`src/rtl/bsg_cordic_hyperbolic_vectoring_iter_pkg.sv`:
```
// Shared types and constants for the iterative
// hyperbolic-vectoring CORDIC.
package bsg_cordic_hyperbolic_vectoring_iter_pkg;

  typedef enum logic [1:0] {
    IDLE = 2'd0,
    BUSY = 2'd1,
    DONE = 2'd2
  } cordic_state_e;

  // Shift indices executed twice so the hyperbolic
  // iteration converges.
  localparam int rep_idx_a_c = 4;
  localparam int rep_idx_b_c = 13;
  localparam int rep_idx_c_c = 40;

  // Hyperbolic gain An of the full rotation sequence.
  localparam real cordic_an_c = 0.82816;

  // round(atanh(2^-idx) * 2^frac), from the odd power
  // series with wide guard bits so ties round right.
  function automatic longint unsigned atanh_q(
    input int idx,
    input int frac
  );
    logic [191:0] acc;
    logic [191:0] term;
    int g;
    int f;
    g   = 2 * frac + 16;
    f   = frac + g;
    acc = '0;
    for (int k = 0; k < 128; k++) begin
      if (idx * (2 * k + 1) <= f) begin
        term = (192'd1 << (f - idx * (2 * k + 1)))
             / 192'(2 * k + 1);
        acc  = acc + term;
      end
    end
    acc = (acc + (192'd1 << (g - 1))) >> g;
    return acc[63:0];
  endfunction

endpackage

```
`src/rtl/bsg_cordic_atanh_rom.sv`:
```
// Combinational atanh(2^-i) table in the z fixed-point
// format; entries are elaboration-time constants.
module bsg_cordic_atanh_rom
  import bsg_cordic_hyperbolic_vectoring_iter_pkg::*;
#(
  parameter int ang_width_p = 16,
  parameter int frac_p      = 12,
  parameter int iter_p      = 16,
  parameter int idx_width_p = $clog2(iter_p + 2)
) (
  input  logic [idx_width_p-1:0] idx_i,
  output logic [ang_width_p-1:0] atanh_o
);

  logic [ang_width_p-1:0] lut [0:iter_p];

  assign lut[0] = '0;

  for (genvar g = 1; g <= iter_p; g++) begin : g_lut
    localparam logic [ang_width_p-1:0] val_lp =
      ang_width_p'(atanh_q(g, frac_p));
    assign lut[g] = val_lp;
  end

  // Index lookup; out-of-range indices read zero.
  always_comb begin
    atanh_o = '0;
    if (int'(idx_i) <= iter_p) begin
      atanh_o = lut[idx_i];
    end
  end

endmodule

```
`src/rtl/bsg_cordic_hyperbolic_vectoring_iter.sv`:
```
// Iterative hyperbolic-vectoring CORDIC: one micro-
// rotation per cycle, valid/ready in, valid/yumi out.
module bsg_cordic_hyperbolic_vectoring_iter
  import bsg_cordic_hyperbolic_vectoring_iter_pkg::*;
#(
  parameter int ans_width_p = 16,
  parameter int ang_width_p = 16,
  parameter int frac_p      = 12,
  parameter int iter_p      = 16
) (
  input  logic                          clk_i,
  input  logic                          reset_n_i,
  input  logic                          v_i,
  output logic                          ready_o,
  input  logic signed [ans_width_p-1:0] x_i,
  input  logic signed [ans_width_p-1:0] y_i,
  input  logic signed [ang_width_p-1:0] z_i,
  output logic                          v_o,
  input  logic                          yumi_i,
  output logic signed [ans_width_p-1:0] x_o,
  output logic signed [ans_width_p-1:0] y_o,
  output logic signed [ang_width_p-1:0] z_o
);

  localparam int idx_width_lp = $clog2(iter_p + 2);

  cordic_state_e state_r, state_n;

  logic [idx_width_lp-1:0] idx_r;
  logic                    rep_done_r;

  logic signed [ans_width_p-1:0] x_r, y_r;
  logic signed [ans_width_p-1:0] x_n, y_n;
  logic signed [ans_width_p-1:0] x_sh, y_sh;
  logic signed [ang_width_p-1:0] z_r, z_n;
  logic        [ang_width_p-1:0] atanh_w;

  logic load;
  logic step;
  logic is_rep;
  logic at_last;
  logic d_pos;

  bsg_cordic_atanh_rom #(
    .ang_width_p (ang_width_p),
    .frac_p      (frac_p),
    .iter_p      (iter_p),
    .idx_width_p (idx_width_lp)
  ) rom (
    .idx_i   (idx_r),
    .atanh_o (atanh_w)
  );

  // Flag shift indices that run twice.
  always_comb begin
    is_rep = 1'b0;
    unique case (1'b1)
      (int'(idx_r) == rep_idx_a_c): is_rep = 1'b1;
      (int'(idx_r) == rep_idx_b_c): is_rep = 1'b1;
      (int'(idx_r) == rep_idx_c_c): is_rep = 1'b1;
      default:                      is_rep = 1'b0;
    endcase
  end

  assign at_last = (int'(idx_r) == iter_p)
                 && (!is_rep || rep_done_r);

  // Next state and datapath enables.
  always_comb begin
    state_n = state_r;
    load    = 1'b0;
    step    = 1'b0;
    unique case (state_r)
      IDLE: begin
        if (v_i) begin
          load    = 1'b1;
          state_n = BUSY;
        end
      end
      BUSY: begin
        step = 1'b1;
        if (at_last) begin
          state_n = DONE;
        end
      end
      DONE: begin
        if (yumi_i) begin
          state_n = IDLE;
        end
      end
      default: state_n = IDLE;
    endcase
  end

  // State register.
  always_ff @(posedge clk_i or negedge reset_n_i) begin
    if (!reset_n_i) begin
      state_r <= IDLE;
    end else begin
      state_r <= state_n;
    end
  end

  // One micro-rotation: d=+1 when y is negative.
  always_comb begin
    d_pos = y_r[ans_width_p-1];
    x_sh  = x_r >>> idx_r;
    y_sh  = y_r >>> idx_r;
    if (d_pos) begin
      x_n = x_r + y_sh;
      y_n = y_r + x_sh;
      z_n = z_r - atanh_w;
    end else begin
      x_n = x_r - y_sh;
      y_n = y_r - x_sh;
      z_n = z_r + atanh_w;
    end
  end

  // Operand capture, rotation and shift sequencing.
  always_ff @(posedge clk_i or negedge reset_n_i) begin
    if (!reset_n_i) begin
      x_r        <= '0;
      y_r        <= '0;
      z_r        <= '0;
      idx_r      <= '0;
      rep_done_r <= 1'b0;
    end else if (load) begin
      x_r        <= x_i;
      y_r        <= y_i;
      z_r        <= z_i;
      idx_r      <= idx_width_lp'(1);
      rep_done_r <= 1'b0;
    end else if (step) begin
      x_r <= x_n;
      y_r <= y_n;
      z_r <= z_n;
      if (is_rep && !rep_done_r) begin
        rep_done_r <= 1'b1;
      end else begin
        rep_done_r <= 1'b0;
        idx_r      <= idx_r + idx_width_lp'(1);
      end
    end
  end

  assign ready_o = (state_r == IDLE);
  assign v_o     = (state_r == DONE);
  assign x_o     = x_r;
  assign y_o     = y_r;
  assign z_o     = z_r;

endmodule

```
`config.mk`:
```
export PLATFORM = sky130hd
export DESIGN_NAME = bsg_cordic_hyperbolic_vectoring_iter
export DESIGN_NICKNAME = d
export VERILOG_FILES = /design/src/rtl/bsg_cordic_hyperbolic_vectoring_iter_pkg.sv /design/src/rtl/bsg_cordic_atanh_rom.sv /design/src/rtl/bsg_cordic_hyperbolic_vectoring_iter.sv
export SDC_FILE = /design/constraint.sdc
export NUM_CORES = 1
export LEC_CHECK = 0
export ABC_CLOCK_PERIOD_IN_PS = 11650
export CORE_MARGIN = 2
export CORE_UTILIZATION = 40
export CTS_BUF_LIST = sky130_fd_sc_hd__clkbuf_4 sky130_fd_sc_hd__clkbuf_8
export DETAILED_ROUTE_END_ITERATION = 10
export PLACE_DENSITY = 0.69
export SYNTH_ARGS = -nofsm -noshare
export SYNTH_HDL_FRONTEND = slang
export SYNTH_HIERARCHICAL = 1
export SYNTH_SLANG_ARGS = --single-unit
```
`constraint.sdc`:
```
create_clock -name clk_i -period 11.65 [get_ports clk_i]
set_input_delay 2.9125 -clock clk_i [delete_from_list [all_inputs] [get_ports clk_i]]
set_output_delay 2.9125 -clock clk_i [all_outputs]
set_load 0.05 [all_outputs]
```
==> impl_results.md <==
* Die height at 143 um
* Syn Inst Count at 992
* Hold_buf cts at 0
* Vias/cell at ~6
* Max_cap viols at 0
* Sum of negative setup slack at 0 ps
* Initial core utilization at 41.1%
* Antenna violations before repair at 0
* Crit path DAT at just under 6000 ps
* Port Buffers at 101
* Clock latency on the worst-skew pair at 340 ps
* Crit share post-route at 49.3%
* Pre-antenna DRT Iters at 5
* Critical path type: reg2reg
* Fin util at around 48%
* Synth Register Bits at 56
* Reg2reg start: idx_r[0]$_DFFE_PN0P_
* Post-route minimum period at about 5700 ps
* Vias in the first global route at 7178
* GP Congestion at 0.916
* First-pass GRT wire length at approximately 37 mm
* Slew Limit Fails at 0
* Skew final at 8.12 ps
* Grt ovf at 0
* Routed WL per cell at about 18 um
* Status: completed
* Largest area contributor in the netlist: dfrtp_1
* Nets at 1166
* Inserted Clock Buffers at 5
* Row cnt at 50
* Register area share after synthesis at a little under a fifth
* Hold Violations, Final at 0
* Diodes inserted at 0
* Residual DRC at 0
* # placed instances at 1305
* Worst Path Max Fanout at 62
* CTS tree: yes
* Final Hold Slack at 544 ps
* Fillers at 1907
* Worst Hold Launch: rep_done_r$_DFFE_PN0P_
* Worst-Margin Slew at 1180 ps
* Final Setup Violations at 0
* Syn Std Cell Area at 7770 sq um
* Post-cts repair resize count at 0
* Max-slew headroom at 21.2%
* H-tree depth at 2
* Post-synth EDFFs at 0
* Placed wire-length estimate at 16.8 mm
* Clock buffer depth at 2
* CP required at 11880 ps
* DR iter-0 viols at 734
* Layout cells sized above 1 at 7.98%
* Via count at 7749
* Clk pin slew, worst setup/hold paths at ~110 ps
* # Post-CTS Setup Buffers at 0
* Final non-filler cell total at 1313
* Final ANT Viol Nets at 0
* Area contributors post-synth: dfrtp_1 18%, ha_1 9.5%, a21oi_1 6.4%
* Synthesis Warnings at 6
* Root buffer cell: clkbuf_8
* Clock sinks at 56
* Synth cell count leaders: 115 x nand2_1, 99 x a21oi_1, 82 x nor2_1
* Worst min-delay path class: reg2reg
* GRT Overall Usage at 22.7%
* Post-synth cell types at 84
* Layout area overhead at 16.3%
* Synth top area share at 18.0%
* Fmax at approximately 170 MHz
* Setup crit start: idx_r[0]$_DFFE_PN0P_
* Worst setup EP type: register
* Die X at roughly 140 um
* Die area at 20600 sq um
* Synth async-reset ratio at between 90% and 100%
* Largest net degree at the start of global routing at 64
* RSZ-0062 raised after global routing: false
* Io pins at 102
* Total length of routed wires at approximately 23 mm
* Core area at 18900 sq um
* CP Launch Type: register
* Most common cell in the netlist: nand2_1
* Primary FF master, synth: dfrtp_1
* Synth Area per Inst at 7.84 sq um
cells in the final DEF, fill, tap and decap left out, types with 16 or more instances in the layout:
cell type / netlist / routed
xor2_1: 21 / 21
o21ai_0: 56 / 56
ha_1: 59 / 59
nand2_1: 115 / 115
a31oi_1: 17 / 17
a22oi_1: 16 / 16
inv_1: 32 / 32
xnor2_1: 50 / 50
dfrtp_1: 56 / 54
mux2i_1: 27 / 27
a21oi_1: 99 / 99
clkdlybuf4s50_1: 0 / 100
mux4_2: 20 / 20
nor2_1: 82 / 82
nor3_1: 30 / 30
registers in the layout, summed over array words and instances, names as in the netlist:
name,flops
idx_r,5
rep_done_r,1
state_r,2
x_o,16
y_o,16
z_o,16
final timing paths:
check / end / cells past startpoint / slack, ps
worst max-delay path: x_o[15]$_DFFE_PN0P_ / 20 / 5910
worst min-delay path: rep_done_r$_DFFE_PN0P_ / 2 / 540
worst max register to register: x_o[15]$_DFFE_PN0P_ / 20 / 5910
worst min register to register: rep_done_r$_DFFE_PN0P_ / 2 / 540
max in group asynchronous: y_o[15]$_DFFE_PN0P_ / 2 / 8350
min in group asynchronous: state_r[0]$_DFFE_PN0P_ / 2 / 2730
final cells by class:
type | count | area (sq um) | area share, %
Timing Repair Buffer | 113 | 1100 | 12.1
Inverter | 36 | 135 | 1.50
Sequential cell | 56 | 1400 | 15.5
Tap cell | 260 | 325 | 3.60
Clock buffer | 6 | 76.3 | 0.845
Clock inverter | 2 | 60.1 | 0.665
Multi-Input combinational cell | 840 | 5940 | 65.7
through the flow:
step / cell area [sq um] / worst slack [ps]
after floorplan: 7780 / 6870
after global placement: 8900 / 6070
after detailed placement: 8900 / 5940
after CTS: 9040 / 5910
after global routing: 9040 / 5350
final: 9040 / 5910
kinds of logic after synthesis:
| kind of cell | after synthesis | share of synthesized area [%] |
|---|---|---|
| other cells | 1 | 0.0482 |
| compound gates | 298 | 24.7 |
| simple gates | 347 | 21.9 |
| mux | 57 | 11.1 |
| buf+inv | 99 | 5.76 |
| fa+ha+maj | 63 | 10.4 |
| flops | 56 | 18.0 |
| xor+xnor | 71 | 8.00 |
layer usage:
metal	vias to the layer above	share of wire [%]	GRT usage [%]
met5	-	0	0
li1	3759	-	-
met4	0	2.5	6.71
met1	3719	44	30.2
met2	238	48	38.6
met3	33	5.1	2.90
critical path, stage by stage, from the launching register on:
cell,delay (ps)
dfrtp_2,350
buf_4,620
mux4_1,630
mux2_2,350
a221oi_1,390
or2_2,200
ha_1,170
o21ai_0,170
nand4bb_1,390
nand2b_1,260
o21a_1,170
o22a_1,220
ha_1,320
a21oi_1,200
o21ai_0,100
o21bai_1,200
a31oi_1,240
o21a_1,180
a211oi_1,50
nor4_1,290
nand2_1,70
Power is left out: the tool's default activity adds up to more than one toggle a clock period on the data nets, which glitch-free logic cannot reach.
